$ cat src/rtl/code_defs_pkg.sv
// Shared 64b/66b receive constants, block classes and control-code mapping helpers.
package code_defs_pkg;

    localparam int unsigned DATA_WIDTH  = 32;
    localparam int unsigned DATA_NBYTES = DATA_WIDTH / 8;

    // Sync headers
    localparam logic [1:0] SH_DATA = 2'b01;
    localparam logic [1:0] SH_CTRL = 2'b10;

    // RS (XGMII) characters
    localparam logic [7:0] RS_IDLE   = 8'h07;
    localparam logic [7:0] RS_START  = 8'hFB;
    localparam logic [7:0] RS_TERM   = 8'hFD;
    localparam logic [7:0] RS_ERROR  = 8'hFE;
    localparam logic [7:0] RS_SEQ_OS = 8'h9C;
    localparam logic [7:0] RS_SIG_OS = 8'h5C;

    // 7-bit control codes and 4-bit O-codes
    localparam logic [6:0] CC_IDLE  = 7'h00;
    localparam logic [6:0] CC_ERROR = 7'h1E;
    localparam logic [3:0] OC_SEQ   = 4'h0;
    localparam logic [3:0] OC_SIG   = 4'hF;

    // Block type field values
    localparam logic [7:0] BT_IDLE = 8'h1E;
    localparam logic [7:0] BT_S0   = 8'h78;
    localparam logic [7:0] BT_S4   = 8'h33;
    localparam logic [7:0] BT_O0S4 = 8'h66;
    localparam logic [7:0] BT_O0O4 = 8'h55;
    localparam logic [7:0] BT_O0   = 8'h4B;
    localparam logic [7:0] BT_O4   = 8'h2D;
    localparam logic [7:0] BT_T0   = 8'h87;
    localparam logic [7:0] BT_T1   = 8'h99;
    localparam logic [7:0] BT_T2   = 8'hAA;
    localparam logic [7:0] BT_T3   = 8'hB4;
    localparam logic [7:0] BT_T4   = 8'hCC;
    localparam logic [7:0] BT_T5   = 8'hD2;
    localparam logic [7:0] BT_T6   = 8'hE1;
    localparam logic [7:0] BT_T7   = 8'hFF;

    // Half-block words
    localparam logic [DATA_WIDTH-1:0]  IDLE_WORD = {DATA_NBYTES{RS_IDLE}};
    localparam logic [DATA_NBYTES-1:0] IDLE_CTL  = '1;
    localparam logic [DATA_WIDTH-1:0]  LF_SEQ    = 32'h0100_009C;
    localparam logic [DATA_NBYTES-1:0] LF_CTL    = 4'h1;

    typedef enum logic [2:0] {BlkC, BlkS, BlkD, BlkT, BlkE} blk_class_t;
    typedef enum logic [1:0] {RxInit, RxC, RxD, RxE} rx_state_t;

    function automatic logic [7:0] cc_to_rs_code(input logic [6:0] cc);
        logic [7:0] rs;
        case (cc)
            CC_IDLE:  rs = RS_IDLE;
            CC_ERROR: rs = RS_ERROR;
            default:  rs = RS_ERROR;
        endcase
        return rs;
    endfunction

    function automatic logic [7:0] cc_to_rs_ocode(input logic [3:0] oc);
        logic [7:0] rs;
        case (oc)
            OC_SEQ:  rs = RS_SEQ_OS;
            OC_SIG:  rs = RS_SIG_OS;
            default: rs = RS_ERROR;
        endcase
        return rs;
    endfunction

    // Number of data lanes ahead of /T/; 8 means the type is not a terminate block.
    function automatic logic [3:0] bt_term_lanes(input logic [7:0] bt);
        logic [3:0] n;
        case (bt)
            BT_T0:   n = 4'd0;
            BT_T1:   n = 4'd1;
            BT_T2:   n = 4'd2;
            BT_T3:   n = 4'd3;
            BT_T4:   n = 4'd4;
            BT_T5:   n = 4'd5;
            BT_T6:   n = 4'd6;
            BT_T7:   n = 4'd7;
            default: n = 4'd8;
        endcase
        return n;
    endfunction

endpackage

$ cat src/rtl/rx_seq_fsm.sv
// Receive block sequencing FSM: flags blocks that must be replaced by /E/.
module rx_seq_fsm
    import code_defs_pkg::*;
(
    input  logic       i_rxc,
    input  logic       i_reset_n,
    input  logic       i_advance,
    input  blk_class_t i_blk_class,
    input  logic       i_block_lock,
    output logic       o_force_err,
    output logic       o_err_pulse
);

    rx_state_t state_q, state_d, state_nxt;

    // Next-state decode per block class; lock loss returns to init.
    always_comb begin
        state_nxt = RxE;
        case (state_q)
            RxInit, RxC, RxE: begin
                if (i_blk_class == BlkC)      state_nxt = RxC;
                else if (i_blk_class == BlkS) state_nxt = RxD;
                else                          state_nxt = RxE;
            end
            RxD: begin
                if (i_blk_class == BlkD)      state_nxt = RxD;
                else if (i_blk_class == BlkT) state_nxt = RxC;
                else                          state_nxt = RxE;
            end
            default: state_nxt = RxE;
        endcase
        if (!i_block_lock) begin
            state_nxt = RxInit;
        end
        state_d     = i_advance ? state_nxt : state_q;
        o_force_err = (state_nxt == RxE);
        o_err_pulse = i_advance && o_force_err;
    end

    // State register
    always_ff @(posedge i_rxc or negedge i_reset_n) begin
        if (!i_reset_n) begin
            state_q <= RxInit;
        end else begin
            state_q <= state_d;
        end
    end

endmodule

$ cat src/rtl/decoder.sv
// 64b/66b receive PCS decoder: assembles two words into a block, decodes to RS
// characters and enforces receive sequencing. Optional error counter is built
// when DECODER_ERR_COUNT_EN is defined.
module decoder
    import code_defs_pkg::*;
(
    input  logic                   i_rxc,
    input  logic                   i_reset_n,
    input  logic [DATA_WIDTH-1:0]  i_rxd,
    input  logic [1:0]             i_rx_header,
    input  logic                   i_rx_valid,
    input  logic                   i_frame_word,
    input  logic                   i_block_lock,
    output logic [DATA_WIDTH-1:0]  o_rxd,
    output logic [DATA_NBYTES-1:0] o_rxctl,
    output logic                   o_rx_valid
`ifdef DECODER_ERR_COUNT_EN
    ,
    output logic [15:0]            o_err_count
`endif
);

    logic [DATA_WIDTH-1:0]  lo_buf_q, lo_buf_d;
    logic [1:0]             hdr_buf_q, hdr_buf_d;
    logic [DATA_WIDTH-1:0]  hi_buf_q, hi_buf_d;
    logic [DATA_NBYTES-1:0] hi_ctl_q, hi_ctl_d;
    logic [DATA_WIDTH-1:0]  rxd_q, rxd_d;
    logic [DATA_NBYTES-1:0] rxctl_q, rxctl_d;
    logic                   valid_q, valid_d;

    logic [63:0] blk, t_pay, dec_chr, out_chr;
    logic [7:0]  dec_ctl, out_ctl;
    logic [3:0]  term_n;
    blk_class_t  blk_class;
    logic        force_err, err_pulse, word1_acc;

    assign word1_acc = i_rx_valid && i_frame_word;

    // Combinational block decode and classification.
    always_comb begin
        blk       = {i_rxd, lo_buf_q};
        t_pay     = {8'h00, blk[63:8]};
        term_n    = bt_term_lanes(blk[7:0]);
        dec_chr   = {8{RS_ERROR}};
        dec_ctl   = 8'hFF;
        blk_class = BlkE;
        if (hdr_buf_q == SH_DATA) begin
            dec_chr   = blk;
            dec_ctl   = 8'h00;
            blk_class = BlkD;
        end else if (hdr_buf_q == SH_CTRL) begin
            if (term_n < 4'd8) begin
                blk_class = BlkT;
                for (int i = 0; i < 8; i++) begin
                    if (i < int'(term_n)) begin
                        dec_chr[8*i +: 8] = t_pay[8*i +: 8];
                        dec_ctl[i]        = 1'b0;
                    end else if (i == int'(term_n)) begin
                        dec_chr[8*i +: 8] = RS_TERM;
                    end else begin
                        dec_chr[8*i +: 8] = RS_IDLE;
                    end
                end
            end else begin
                case (blk[7:0])
                    BT_IDLE: begin
                        blk_class = BlkC;
                        dec_chr = {cc_to_rs_code(blk[63:57]), cc_to_rs_code(blk[56:50]),
                                   cc_to_rs_code(blk[49:43]), cc_to_rs_code(blk[42:36]),
                                   cc_to_rs_code(blk[35:29]), cc_to_rs_code(blk[28:22]),
                                   cc_to_rs_code(blk[21:15]), cc_to_rs_code(blk[14:8])};
                    end
                    BT_S0: begin
                        blk_class = BlkS;
                        dec_chr   = {blk[63:8], RS_START};
                        dec_ctl   = 8'h01;
                    end
                    BT_S4: begin
                        blk_class = BlkS;
                        dec_chr   = {blk[63:40], RS_START, {4{RS_IDLE}}};
                        dec_ctl   = 8'h1F;
                    end
                    BT_O0S4: begin
                        blk_class = BlkS;
                        dec_chr   = {blk[63:40], RS_START, blk[31:8], cc_to_rs_ocode(blk[35:32])};
                        dec_ctl   = 8'h11;
                    end
                    BT_O0O4: begin
                        blk_class = BlkC;
                        dec_chr   = {blk[63:40], cc_to_rs_ocode(blk[39:36]), blk[31:8],
                                     cc_to_rs_ocode(blk[35:32])};
                        dec_ctl   = 8'h11;
                    end
                    BT_O0: begin
                        blk_class = BlkC;
                        dec_chr   = {cc_to_rs_code(blk[63:57]), cc_to_rs_code(blk[56:50]),
                                     cc_to_rs_code(blk[49:43]), cc_to_rs_code(blk[42:36]),
                                     blk[31:8], cc_to_rs_ocode(blk[35:32])};
                        dec_ctl   = 8'hF1;
                    end
                    BT_O4: begin
                        blk_class = BlkC;
                        dec_chr   = {blk[63:40], cc_to_rs_ocode(blk[39:36]),
                                     cc_to_rs_code(blk[35:29]), cc_to_rs_code(blk[28:22]),
                                     cc_to_rs_code(blk[21:15]), cc_to_rs_code(blk[14:8])};
                        dec_ctl   = 8'h1F;
                    end
                    default: ;
                endcase
            end
        end
    end

    rx_seq_fsm u_rx_seq_fsm (
        .i_rxc        (i_rxc),
        .i_reset_n    (i_reset_n),
        .i_advance    (word1_acc),
        .i_blk_class  (blk_class),
        .i_block_lock (i_block_lock),
        .o_force_err  (force_err),
        .o_err_pulse  (err_pulse)
    );

    // Override decoded block with local fault or /E/ as required.
    always_comb begin
        out_chr = dec_chr;
        out_ctl = dec_ctl;
        if (!i_block_lock) begin
            out_chr = {2{LF_SEQ}};
            out_ctl = {2{LF_CTL}};
        end else if (force_err) begin
            out_chr = {8{RS_ERROR}};
            out_ctl = 8'hFF;
        end
    end

    // Buffer and output stream next-state; buffers are consumed by word1.
    always_comb begin
        lo_buf_d  = lo_buf_q;
        hdr_buf_d = hdr_buf_q;
        hi_buf_d  = hi_buf_q;
        hi_ctl_d  = hi_ctl_q;
        rxd_d     = rxd_q;
        rxctl_d   = rxctl_q;
        valid_d   = i_rx_valid;
        if (i_rx_valid) begin
            if (!i_frame_word) begin
                lo_buf_d  = i_rxd;
                hdr_buf_d = i_rx_header;
                rxd_d     = hi_buf_q;
                rxctl_d   = hi_ctl_q;
            end else begin
                rxd_d     = out_chr[31:0];
                rxctl_d   = out_ctl[3:0];
                hi_buf_d  = out_chr[63:32];
                hi_ctl_d  = out_ctl[7:4];
                lo_buf_d  = '0;
                hdr_buf_d = 2'b00;
            end
        end
    end

    // Datapath registers
    always_ff @(posedge i_rxc or negedge i_reset_n) begin
        if (!i_reset_n) begin
            lo_buf_q  <= '0;
            hdr_buf_q <= 2'b00;
            hi_buf_q  <= IDLE_WORD;
            hi_ctl_q  <= IDLE_CTL;
            rxd_q     <= IDLE_WORD;
            rxctl_q   <= IDLE_CTL;
            valid_q   <= 1'b0;
        end else begin
            lo_buf_q  <= lo_buf_d;
            hdr_buf_q <= hdr_buf_d;
            hi_buf_q  <= hi_buf_d;
            hi_ctl_q  <= hi_ctl_d;
            rxd_q     <= rxd_d;
            rxctl_q   <= rxctl_d;
            valid_q   <= valid_d;
        end
    end

    assign o_rxd      = rxd_q;
    assign o_rxctl    = rxctl_q;
    assign o_rx_valid = valid_q;

`ifdef DECODER_ERR_COUNT_EN
    logic [15:0] err_count_q, err_count_d;

    // Saturating count of blocks replaced by /E/.
    always_comb begin
        err_count_d = err_count_q;
        if (err_pulse && (err_count_q != 16'hFFFF)) begin
            err_count_d = err_count_q + 16'd1;
        end
    end

    // Error counter register
    always_ff @(posedge i_rxc or negedge i_reset_n) begin
        if (!i_reset_n) begin
            err_count_q <= '0;
        end else begin
            err_count_q <= err_count_d;
        end
    end

    assign o_err_count = err_count_q;
`else
    logic unused_err_pulse;
    assign unused_err_pulse = err_pulse;
`endif

endmodule

$ cat config.mk
export PLATFORM = sky130hd
export DESIGN_NAME = decoder
export DESIGN_NICKNAME = d
export VERILOG_FILES = /design/src/rtl/code_defs_pkg.sv /design/src/rtl/rx_seq_fsm.sv /design/src/rtl/decoder.sv
export SDC_FILE = /design/constraint.sdc
export NUM_CORES = 1
export LEC_CHECK = 0
export ABC_CLOCK_PERIOD_IN_PS = 2800
export CORE_MARGIN = 1
export CORE_UTILIZATION = 50
export CTS_CLUSTER_SIZE = 10
export DETAILED_ROUTE_END_ITERATION = 6
export PLACE_DENSITY = 0.86
export SLEW_MARGIN = 10
export SYNTH_ARGS = -nofsm -noshare
export SYNTH_HDL_FRONTEND = slang
export SYNTH_SLANG_ARGS = --single-unit
$ cat constraint.sdc
create_clock -name i_rxc -period 2.8 [get_ports i_rxc]
set_input_delay 0.56 -clock i_rxc [delete_from_list [all_inputs] [get_ports i_rxc]]
set_output_delay 0.56 -clock i_rxc [all_outputs]
set_load 0.02 [all_outputs]
# After elaboration in Yosys (flattened, before gate mapping)
# Cells that the tools add are included.
[word_totals]
word_cells = 131
in_bits = 39
out_inout_bits = 37
ff_bits = 109
[classes]
magnitude_cmp = 9
muxes = 61
eq_ne = 33
n_reduce_logical = 20
[ops]
columns = ["operator", "n"]
rows = [
  ["$pmux 64 s7", 1],
  ["$mux 64", 5],
  ["$mux 8", 29],
  ["$eq 8x8->1 const B", 8],
  ["$mux 32", 2],
  ["$logic_not 7->1", 8],
  ["$eq 8x7->1 const B", 4],
  ["$pmux 4 s8", 1],
  ["$pmux 8 s2", 2],
  ["$pmux 8 s4", 1],
  ["$eq 4x4->1 const A", 4],
  ["$eq 8x6->1 const B", 2],
  ["$lt 3x4->1 const A", 4],
  ["$logic_not 4->1", 3],
  ["$mux 2", 5],
  ["$mux 1", 9],
  ["$mux 3", 3],
  ["$eq 2x2->1 const B", 4],
  ["$eq 3x4->1 const A", 2],
  ["$eq 4x4->1 const B", 2],
  ["$eq 8x5->1 const B", 1],
  ["$lt 1x4->1 const A", 2],
  ["$lt 2x4->1 const A", 2],
  ["$eq 3x2->1 const B", 2],
  ["other kinds (14)", 17],
]

# Longest topological paths before layout
# Gate-level depths: netlist (run 1).
[depth]
ltp_word = 15
ltp_mapped = 10
ltp_nobuf = 7

# Modules after synthesis
# A second synthesis (run 1) with hierarchy kept.
[unflattened]
cells_unflattened = 824
hier_area_um2 = 7050.5
[by_module_without_submodules]
columns = ["module", "area_each_um2", "cells_each", "seq_area_each_um2", "instances"]
rows = [
  ["decoder", 6882.9, 804, 2717.6, 1],
  ["rx_seq_fsm", 167.7, 20, 50.0, 1],
]

# Worst setup path before layout (run 1)
# No wires, ideal clock.
[synth_path]
path_type = "register to register"
start = "register lo_buf_q[2]"
end = "register hi_buf_q[26]"
stages_incl_launch_ff = 11
arrival_time_ns = 2.668
path_slack_ns = 0.049
path_buffers = 3
required_time_ns = 2.717
cell_sequence = "dfrtp_1 > buf_6 > nand4_1 > nor2_1 > or4_4 > buf_6 > or4_4 > and3_4 > buf_6 > o21a_1 > a221o_1"
[synth_between]
elab_chain_len = 14
elab_cells_between_ends = 42
cone_classes = "order compare: 2; eq/ne: 19; mux: 18; reduce/logical: 3"
[synth_lines]
columns = ["item", "line_no", "rtl"]
rows = [
  ["from (decl)", "decoder.sv:23", "logic [DATA_WIDTH-1:0] lo_buf_q, lo_buf_d;"],
  ["from (signal assigned)", "decoder.sv:174", "lo_buf_q <= lo_buf_d;"],
  ["$eq 8x8->1, or another cell as far along", "code_defs_pkg.sv:74", "case (bt)"],
  ["$pmux 4 s8, or another cell as far along", "code_defs_pkg.sv:74", ""],
  ["$lt 4x4->1 or $pmux 3 s2 (tied branches)", "decoder.sv:52, decoder.sv:65", ""],
  ["$mux 3", "decoder.sv:52", "if (term_n < 4'd8) begin"],
  ["$mux 3", "decoder.sv:51", "end else if (hdr_buf_q == SH_CTRL) begin"],
  ["$mux 3", "decoder.sv:47", "if (hdr_buf_q == SH_DATA) begin"],
  ["$eq 3x1->1 or $eq 3x2->1 (tied branches)", "rx_seq_fsm.sv:22, rx_seq_fsm.sv:27", ""],
  ["$mux 1 or $mux 2 (tied branches)", "rx_seq_fsm.sv:22, rx_seq_fsm.sv:27", ""],
  ["$mux 2, on equally long branches", "rx_seq_fsm.sv:21, rx_seq_fsm.sv:26", ""],
  ["$pmux 2 s2", "rx_seq_fsm.sv:19", "case (state_q)"],
  ["$mux 2", "rx_seq_fsm.sv:32", "if (!i_block_lock) begin"],
  ["$eq 2x2->1", "rx_seq_fsm.sv:36", "o_force_err = (state_nxt == RxE);"],
  ["$mux 64 (*)", "decoder.sv:131", "end else if (force_err) begin"],
  ["$mux 64 (*)", "decoder.sv:128", "if (!i_block_lock) begin"],
  ["to (signal assigned)", "decoder.sv:176", "hi_buf_q <= hi_buf_d;"],
  ["to (decl)", "decoder.sv:25", "logic [DATA_WIDTH-1:0] hi_buf_q, hi_buf_d;"],
]
# Every way passes the cells marked *; elsewhere a longest branch is shown, timed or not.
# A chain may end at the register's enable or synchronous reset.

# Final worst setup path (run 1)
[layout_path]
start = "register lo_buf_q[5]"
end = "register hi_buf_q[26]"
# The elaborated chain is that of the path after synthesis.

==> results of run 1 <==
## worst paths after layout
check / slack (ns) / start / to
max: -0.04 / lo_buf_q[5] / hi_buf_q[26]
min: 0.21 / i_reset_n / lo_buf_q[3]
max reg2reg: -0.04 / lo_buf_q[5] / hi_buf_q[26]
min reg2reg: 0.49 / hi_buf_q[0] / hi_buf_q[0]
max in group asynchronous: 2.02 / i_reset_n / lo_buf_q[7]
min in group i_rxc: 0.49 / hi_buf_q[0] / hi_buf_q[0]
## power by group
part / internal, mW / switching (mW) / total, mW
Sequential: 1.79 / 0.147 / 1.94
Combinational: 0.481 / 0.597 / 1.08
Clock: 0.630 / 0.629 / 1.26
Total: 2.90 / 1.37 / 4.27
## synth_stat cells, types with 4 or more instances
library cell	count	share of area [%]
sky130_fd_sc_hd__nor2_1	53	2.9
sky130_fd_sc_hd__o21ai_0	129	9.3
sky130_fd_sc_hd__nor4bb_1	13	1.9
sky130_fd_sc_hd__clkbuf_1	49	2.7
sky130_fd_sc_hd__a21oi_1	51	3.7
sky130_fd_sc_hd__o211ai_1	9	0.97
sky130_fd_sc_hd__o2111ai_1	12	1.5
sky130_fd_sc_hd__o31a_1	6	0.76
sky130_fd_sc_hd__a221oi_1	9	1.1
sky130_fd_sc_hd__nand3_1	23	1.7
sky130_fd_sc_hd__buf_6	5	0.81
sky130_fd_sc_hd__o221ai_1	18	2.3
sky130_fd_sc_hd__inv_1	68	3.7
sky130_fd_sc_hd__nand2_1	51	2.8
sky130_fd_sc_hd__o22ai_1	18	1.6
sky130_fd_sc_hd__dfstp_2	32	12
sky130_fd_sc_hd__buf_2	5	0.36
sky130_fd_sc_hd__and3_1	7	0.63
sky130_fd_sc_hd__a21o_1	9	0.97
sky130_fd_sc_hd__nor3_1	20	1.4
sky130_fd_sc_hd__dfrtp_1	77	28
sky130_fd_sc_hd__nor2b_1	10	0.90
sky130_fd_sc_hd__or4_1	5	0.54
sky130_fd_sc_hd__nand4_1	9	0.81
sky130_fd_sc_hd__a31oi_1	6	0.54
sky130_fd_sc_hd__a22oi_1	4	0.43
sky130_fd_sc_hd__nand3b_1	41	4.4
sky130_fd_sc_hd__a211o_1	11	1.4
sky130_fd_sc_hd__o21a_1	4	0.43
sky130_fd_sc_hd__nor4_1	9	0.81
sky130_fd_sc_hd__nand2b_1	11	0.99
## metal layers
layer | vias to the layer above | global-route usage [%]
met4 | 0 | 17.27
li1 | 3439 | -
met5 | - | 0
met3 | 100 | 7.272
met1 | 3652 | 53.11
met2 | 540 | 58.20
## flip-flops by register name, summed over array words and instances, names as in the netlist
name                  count
hdr_buf_q                 2
hi_buf_q                 32
hi_ctl_q                  4
lo_buf_q                 32
o_rx_valid                1
o_rxctl                   4
o_rxd                    32
u_rx_seq_fsm.state_q      2
## final cells by class
class / instances / share of cell area [%]
tap: 176 / 2.389
timing repair buffer: 215 / 20.24
multi-input combinational: 597 / 41.50
clock buffer: 11 / 2.633
inverter: 68 / 2.769
clock inverter: 5 / 0.3664
sequential: 109 / 30.10
## worst register-to-register path: stages (launching register included)
cell and delay [ns]:
sky130_fd_sc_hd__dfrtp_1 0.41, sky130_fd_sc_hd__buf_12 0.16, sky130_fd_sc_hd__or4bb_4 0.59, sky130_fd_sc_hd__a21oi_4 0.18
sky130_fd_sc_hd__o41ai_4 0.11, sky130_fd_sc_hd__or4_4 0.57, sky130_fd_sc_hd__and3_4 0.24, sky130_fd_sc_hd__o21a_1 0.20
sky130_fd_sc_hd__a221o_1 0.28
## what timing repair did
action                                  in CTS  in global routing
gates resized for setup                     16                 29
buffers inserted                             0                 10
cloned                                       0                  0
pin swaps                                    1                  3
endpoints found under the setup margin      51                 47
## kinds of logic (layout without fill, tap and decap cells)
logic type             Yosys count  count (layout)  synth area share, %
AO/OA/AOI/OAI                  323             323                29.79
buffers and inverters          128             299                7.573
flip-flops                     109             109                39.88
multiplexers                     2               2               0.2885
AND/OR/NAND/NOR                272             272                22.47
## per-stage QoR
stage / setup WS, ns / util [%] / TNS [ns] / power (mW) / hold slack, ns
2_1_floorplan: 0.04881 / - / 0 / 2.436 / 0.2644
3_3_place_gp: -0.1653 / 64.73 / -1.030 / 2.949 / 0.4667
3_5_place_dp: -0.2275 / 64.73 / -3.839 / 2.970 / 0.4762
4_1_cts: 0.01453 / 67.25 / 0 / 4.214 / 0.2980
5_1_grt: -0.09082 / 68.80 / -0.9335 / 4.422 / 0.3270
6_report: -0.04116 / 68.80 / -0.04116 / 4.274 / 0.2124
## placed cells by master (no fill, tap or decap), drive strengths merged, types with 3 or more instances in the layout
master	n
o2111ai	12
a221oi	9
nor3b	3
a31oi	6
nor4bb	13
nor2	56
a21oi	52
nand4	9
nor4	9
dfrtp	77
clkinv	3
a21o	9
dfstp	32
or4bb	3
o21a	4
nand3b	41
o22ai	18
or4	7
nand2	52
nor3	20
inv	69
nor2b	10
o32a	3
clkbuf	11
clkdlybuf4s50	72
a41oi	3
nand2b	11
a211o	11
and3	8
o21ai	131
o221ai	18
a22oi	4
buf	143
nand3	23
o31a	6
o211ai	9
o41ai	4
==> results.md, run 1 <==
- The core area is 0.01340 sq mm.
- The slowest stage of the critical path belongs to the cell sky130_fd_sc_hd__or4bb_4.
- The synthesis warning total is 0.
- Grouping stages by cell kind, the critical path spends the most delay in simple AND/OR/NAND/NOR gates.
- TritonCTS built the clock tree.
- On the worst path, the slowest cell contributes a delay of 0.59 ns.
- The storage element area is 0.002775 sq mm.
- The post-layout net count is 1,039.
- Using the TritonRoute via totals, the vias-per-cell ratio works out to 6.546.
- Once layout is done, the placed cells without fillers occupy 0.009219 sq mm.
- The detailed router finished its first iteration with 897 violations.
- Headroom to the max-slew limit came out at 55.79%.
- The power per cell area is 463.6 mW/mm^2.
- The filler cell count in the final layout is 1,115.
- The diode insertion count for antenna repair is 0.
- After detailed routing, the number of remaining DRC violations is 0.
- The post-synthesis to final-layout area growth is 32.85%.
- The total congestion overflow is 0.
- The worst path buffer plus inverter count is 1.
- In this run the number of cells on the critical path is 8.
- The number of distinct library cell variants in the gate-level netlist after synthesis is 69.
- The count of clock tree sinks is 109.
- The share of the cycle needed by the critical path after routing is 101.5%.
- The placed instances occupy a cell area of 0.008675 sq mm.
- The average footprint of a synthesized cell is 8.320 sq um.
- For this run, the number of standard cells in the final layout without fillers is 1,181.
- The average wire per standard cell is 22.85 microns.
- STA puts the critical path data required time at 3.08 ns.
- The via count of the first global-routing pass is 7,294.
- The number of cells in the design after placement is 1,155.
- The share of final-layout standard cells stronger than drive strength 1 is 23.38%.
- In this run the horizontal extent of the chip is 119.8 microns.
- Routed signal wires occupy layers up through met4.
- The count of final hold-check violations is 0.
- The critical path is of the reg -> reg type.
- The buffer type at the clock tree root is sky130_fd_sc_hd__clkbuf_16.
- The measured slew at the worst slew-check pin is 0.6632 ns.
- The total routed wire length on the met1 layer is 11,020 microns.
- Summing every instance area after synthesis gives 0.006939 sq mm.
- Setup repair after global routing could not meet its margin everywhere.
- The worst-skew pair later-pin latency is 0.37 ns.
- The detailed placement HPWL is 19,610 microns.
- The final layout contains routed wiring with a total length of 26,990 microns.
- The multi-input gate area in the final layout is 0.003826 sq mm.
- The most used flip-flop cell after synthesis is sky130_fd_sc_hd__dfrtp_1.
- The worst register-to-register path has a depth of 8.
- In this run, synthesis inferred 0 flip-flops with an integrated enable.
- The quantity of hold-fixing buffers added after cts is 0.
- The sequential fraction of the synthesis area is 39.88%.
- The fraction of registers with async set or reset after synthesis is 100.0%.
- The min-delay analysis places its worst path in the category in -> async.
- Subtracting the final worst setup slack from the clock period gives 2.841 ns.
- Setup violations remaining at the end of the flow were counted as 1.
- The die covers 0.01435 sq mm.
- The number of nets handed over by synthesis was 873.
- In this run the worst path has a maximum fanout of 14.
- The setup clock skew after layout is 0.01743 ns.
- In this run the vertical extent of the chip is 119.8 microns.
- Entering global routing, the biggest net connects 110 pins.
- After floorplanning, the core was divided into 42 placement rows.
- IR analysis of the VDD net gives a maximum drop of 0.3797 mV.
- The final reports fail on setup timing.
- The pre-antenna-repair detailed-routing pass consisted of 6 iterations.
- The clock buffer count from CTS is 9.
- 76 I/O pins were placed.
- For this design the static power due to leakage is 3.768 nW.
- The weighted congestion at the end of routability-driven global placement is 1.053.
- Data on the critical path arrives at its endpoint at 3.12 ns.
- Once routing completed, OpenROAD measured the worst setup slack at -0.04116 ns.
- Clock-pin slew was measured on the worst setup and hold paths at 0.09 ns.
- STA classifies the critical path startpoint as a register.
- The global-route usage over all layers is 38.36%.
- The reported max-cap violation count is 0.
- The met2 wire length is 11,900 microns.
- The cell count after synthesis is 834.
- The initial antenna violation count came to 0.
- The detail route stage leaves a number of antenna-violating nets equal to 0.
- CTS built an H-tree with a depth of 3.
- The run finished, with violations left.
- The number of slew-limit violations in the final report is 0.
- Summing over every cut layer, the via total after detailed routing is 7,731.
- Walking the worst path, the cells encountered are buf_12 > or4bb_4 > a21oi_4 > o41ai_4 > or4_4 > and3_4 > o21a_1 > a221o_1.
- The maximum number of buffers from clock root to sink is 2.
- After synthesis the netlist holds a flip-flop and latch count of 109.
- The first global-routing pass estimated 41,480 microns of wire.
- The total length of routed met3 wires is 2782 microns.
- The initial cell density of the core is 51.78%.
- The peak clock frequency supported by timing is 0.3520 GHz.
- The kind of end point of the critical path is a register.
- Input and output buffers added on the ports amount to 75.
Note: power is estimated with default switching activity, not from simulation.
==> run 2, diff against run 1 <==
- TNS_END_PERCENT: unset -> 20
==> run 2 against run 1 <==
  * Critical path depth up 3
  * Clock power about the same
  * Total power shrank 0.70%
  * Largest power group unchanged
  * Critical endpoint is now o_rxd[25]
  * The flow still finishes with violations (setup timing)
  * First-iteration DRC count grew 17%
==> results.md, run 2 (synthesized netlist as in run 1, its figures left out) <==
- The run finished, with violations left.
- The checks that failed: setup timing.
- In this run the critical register-to-register path is launched from lo_buf_q[3].
- The die boundary width is 119.8 microns (unchanged).
- The worst-skew pair later-pin latency was 0.37 ns (about the same).
- The count of input and output buffers is 75 (unchanged).
- The detailed-route DRC error count is 0 (unchanged).
- The measured slew at the worst slew-check pin is 0.6418 ns (-0.02137 ns).
- The overall via count from detail_route is 7,613 (-1.5%).
- The routed via count divided by cell count is 6.490 (-0.85%).
- The static leakage power is 3.705 nW (-1.7%).
- The share of final-layout standard cells stronger than drive strength 1 is 22.47% (-0.92 points).
- The weighted congestion at the end of routability-driven global placement came to 1.053 (unchanged).
- The initial cell density of the core is 51.78% (unchanged).
- The storage element area was 0.002775 sq mm (unchanged).
- The initial antenna violation count was 0 (unchanged).
- The final critical-path required period is 2.815 ns (-0.02584 ns).
- The antenna violation net count after detailed routing is 0 (unchanged).
- The endpoint arrival time on the critical path is 3.10 ns (-0.02 ns).
- The area of all placed cells without fillers is 0.009119 sq mm (-1.1%).
- The area after detailed placement is 0.008675 sq mm (unchanged).
- The peak clock frequency supported by timing is 0.3552 GHz (+0.92%).
- From synthesis to final layout, the design area changed by 31.41%.
- The tree is rooted in a sky130_fd_sc_hd__clkbuf_16.
- The filler cell count in the final layout is 1,129 (+1.3%).
- The number of levels in the clock H-tree was 3 (unchanged).
- The share of the cycle needed by the critical path after routing is 100.5% (-0.92 points).
- The count of clock tree sinks was 109 (unchanged).
- The total congestion overflow is 0 (unchanged).
- The setup slack after layout is -0.01532 ns (+0.02584 ns).
- The power per cell area came to 465.4 mW/mm^2 (+0.39%).
- The number of slew-limit violations in the final report came to 0 (unchanged).
- The core area was 0.01340 sq mm (unchanged).
- The worst setup path startpoint is lo_buf_q[3].
- The largest voltage drop on the vdd net is 0.3905 mV (+2.8%).
- The number of optimization iterations in the first detailed-route pass is 5 (-1).
- The multi-input gate area in the final layout is 0.003800 sq mm (-0.69%).
- The setup clock skew after layout is 0.01265 ns (-0.004788 ns).
- The number of design-rule violations left by the first detailed-router iteration is 1,050 (+17%).
- The worst setup path is launched from a register.
- The largest fanout on the critical path is 11 (-3).
- STA classifies the critical path endpoint as a register.
- The average wire per standard cell was 22.70 microns (-0.69%).
- The final-layout worst hold slack is 0.2236 ns (+0.01120 ns).
- The reported max-cap violation count was 0 (unchanged).
- TritonCTS built the clock tree.
- The first-pass GRT wire length came to 41,450 microns (about the same).
- The final wirelength is 26,620 microns (-1.4%).
- The clock buffer count from CTS is 9 (unchanged).
- The required time at the worst-slack endpoint is 3.08 ns (about the same).
- The maximum number of buffers from clock root to sink is 2 (unchanged).
- The die footprint is 0.01435 sq mm (unchanged).
- The post-layout net count came to 1,031 (-0.77%).
- The diode insertion count for antenna repair is 0 (unchanged).
- The number of endpoints failing setup at the final stage is 2 (+1).
- The number of top-level pins came to 76 (unchanged).
- The vertical die dimension is 119.8 microns (unchanged).
- The count of final hold-check violations is 0 (unchanged).
- The global-route usage over all layers is 38.39% (about the same).
- The detailed placement HPWL came to 19,610 microns (unchanged).
- The relative slew slack is 57.12% (+1.3 points).
- The pre-CTS worst setup slack is -0.2275 ns (unchanged).
- The maximum number of pins on one net before global-route repair was 110 (unchanged).
- The worst setup path is of the reg -> reg kind.
- Setup repair after global routing could not meet its margin everywhere.
- The clock input transition at the sequential cells of the worst setup and hold paths is 0.07 ns (-0.02 ns).
- The utilization after layout is 68.05% (-0.75 points).
- The quantity of hold-fixing buffers added after cts is 0 (unchanged).
- The path class of the tightest hold or removal check is in -> async.
- The number of core rows is 42 (unchanged).
- The via count of the first global-routing pass is 7,289 (-0.069%).
- Leaving out fill and tap cells, the most frequent cells in the layout are sky130_fd_sc_hd__o21ai_0 (128), sky130_fd_sc_hd__buf_4 (128), sky130_fd_sc_hd__clkdlybuf4s50_1 (72).
## run 2: final timing paths
path	slack [ns]	endpoint	cells after the start
min in group i_rxc	0.49	hi_buf_q[0]	2
worst max register to register	-0.02	o_rxd[25]	11
max in group asynchronous	2.02	lo_buf_q[7]	2
worst max-delay path	-0.02	o_rxd[25]	11
worst min register to register	0.49	hi_buf_q[0]	2
worst min-delay path	0.22	lo_buf_q[3]	2
## run 2: worst max-delay path, stage by stage, from the launching register on
cell	delay, ns
sky130_fd_sc_hd__dfrtp_2	0.50
sky130_fd_sc_hd__buf_4	0.18
sky130_fd_sc_hd__nor4bb_2	0.30
sky130_fd_sc_hd__buf_4	0.17
sky130_fd_sc_hd__o21a_1	0.21
sky130_fd_sc_hd__o41ai_4	0.15
sky130_fd_sc_hd__or4_4	0.51
sky130_fd_sc_hd__nor3b_2	0.19
sky130_fd_sc_hd__buf_4	0.16
sky130_fd_sc_hd__o21ai_4	0.16
sky130_fd_sc_hd__buf_4	0.13
sky130_fd_sc_hd__nand3_1	0.08
## run 2: what timing repair did
action / CTS / global route
endpoints found under the hold margin: 0 / 0
setup endpoints to repair: 51 / 63
gates cloned: 0 / 0
pin swaps: 1 / 0
setup buffers: 0 / 2
gates resized for setup: 9 / 27
## run 2: routing by layer
| metal | vias to the layer above | global-route usage (%) | part of all wire, % |
|---|---|---|---|
| met5 | - | 0 | 0 |
| met4 | 0 | 17.03 | 4.7 |
| met3 | 100 | 7.510 | 11 |
| met2 | 519 | 58.35 | 44 |
| met1 | 3578 | 53.02 | 40 |
| li1 | 3416 | - | - |
## run 2: area by class of cell
class,instances,share of cell area (%)
multi-input cells,597,41.67
flip-flops and latches,109,30.43
repair buffers,207,19.65
inverters,68,2.799
clock buffers,11,2.662
well taps,176,2.415
clock inverters,5,0.3705
## run 2: through the flow
step	power [mW]	instances	setup TNS (ns)
2_1_floorplan	2.436	834	0
3_3_place_gp	2.949	1155	-1.030
3_5_place_dp	2.970	1155	-3.839
4_1_cts	4.211	1171	-0.1016
5_1_grt	4.397	1173	-0.7300
6_report	4.244	1173	-0.02513
## run 2: power by group
part / internal [mW] / total [mW] / switching, mW / leakage [nW]
sequential: 1.79 / 1.94 / 0.148 / 1.25
combinational: 0.468 / 1.05 / 0.585 / 2.32
clock: 0.630 / 1.25 / 0.624 / 0.134
total: 2.89 / 4.24 / 1.36 / 3.71
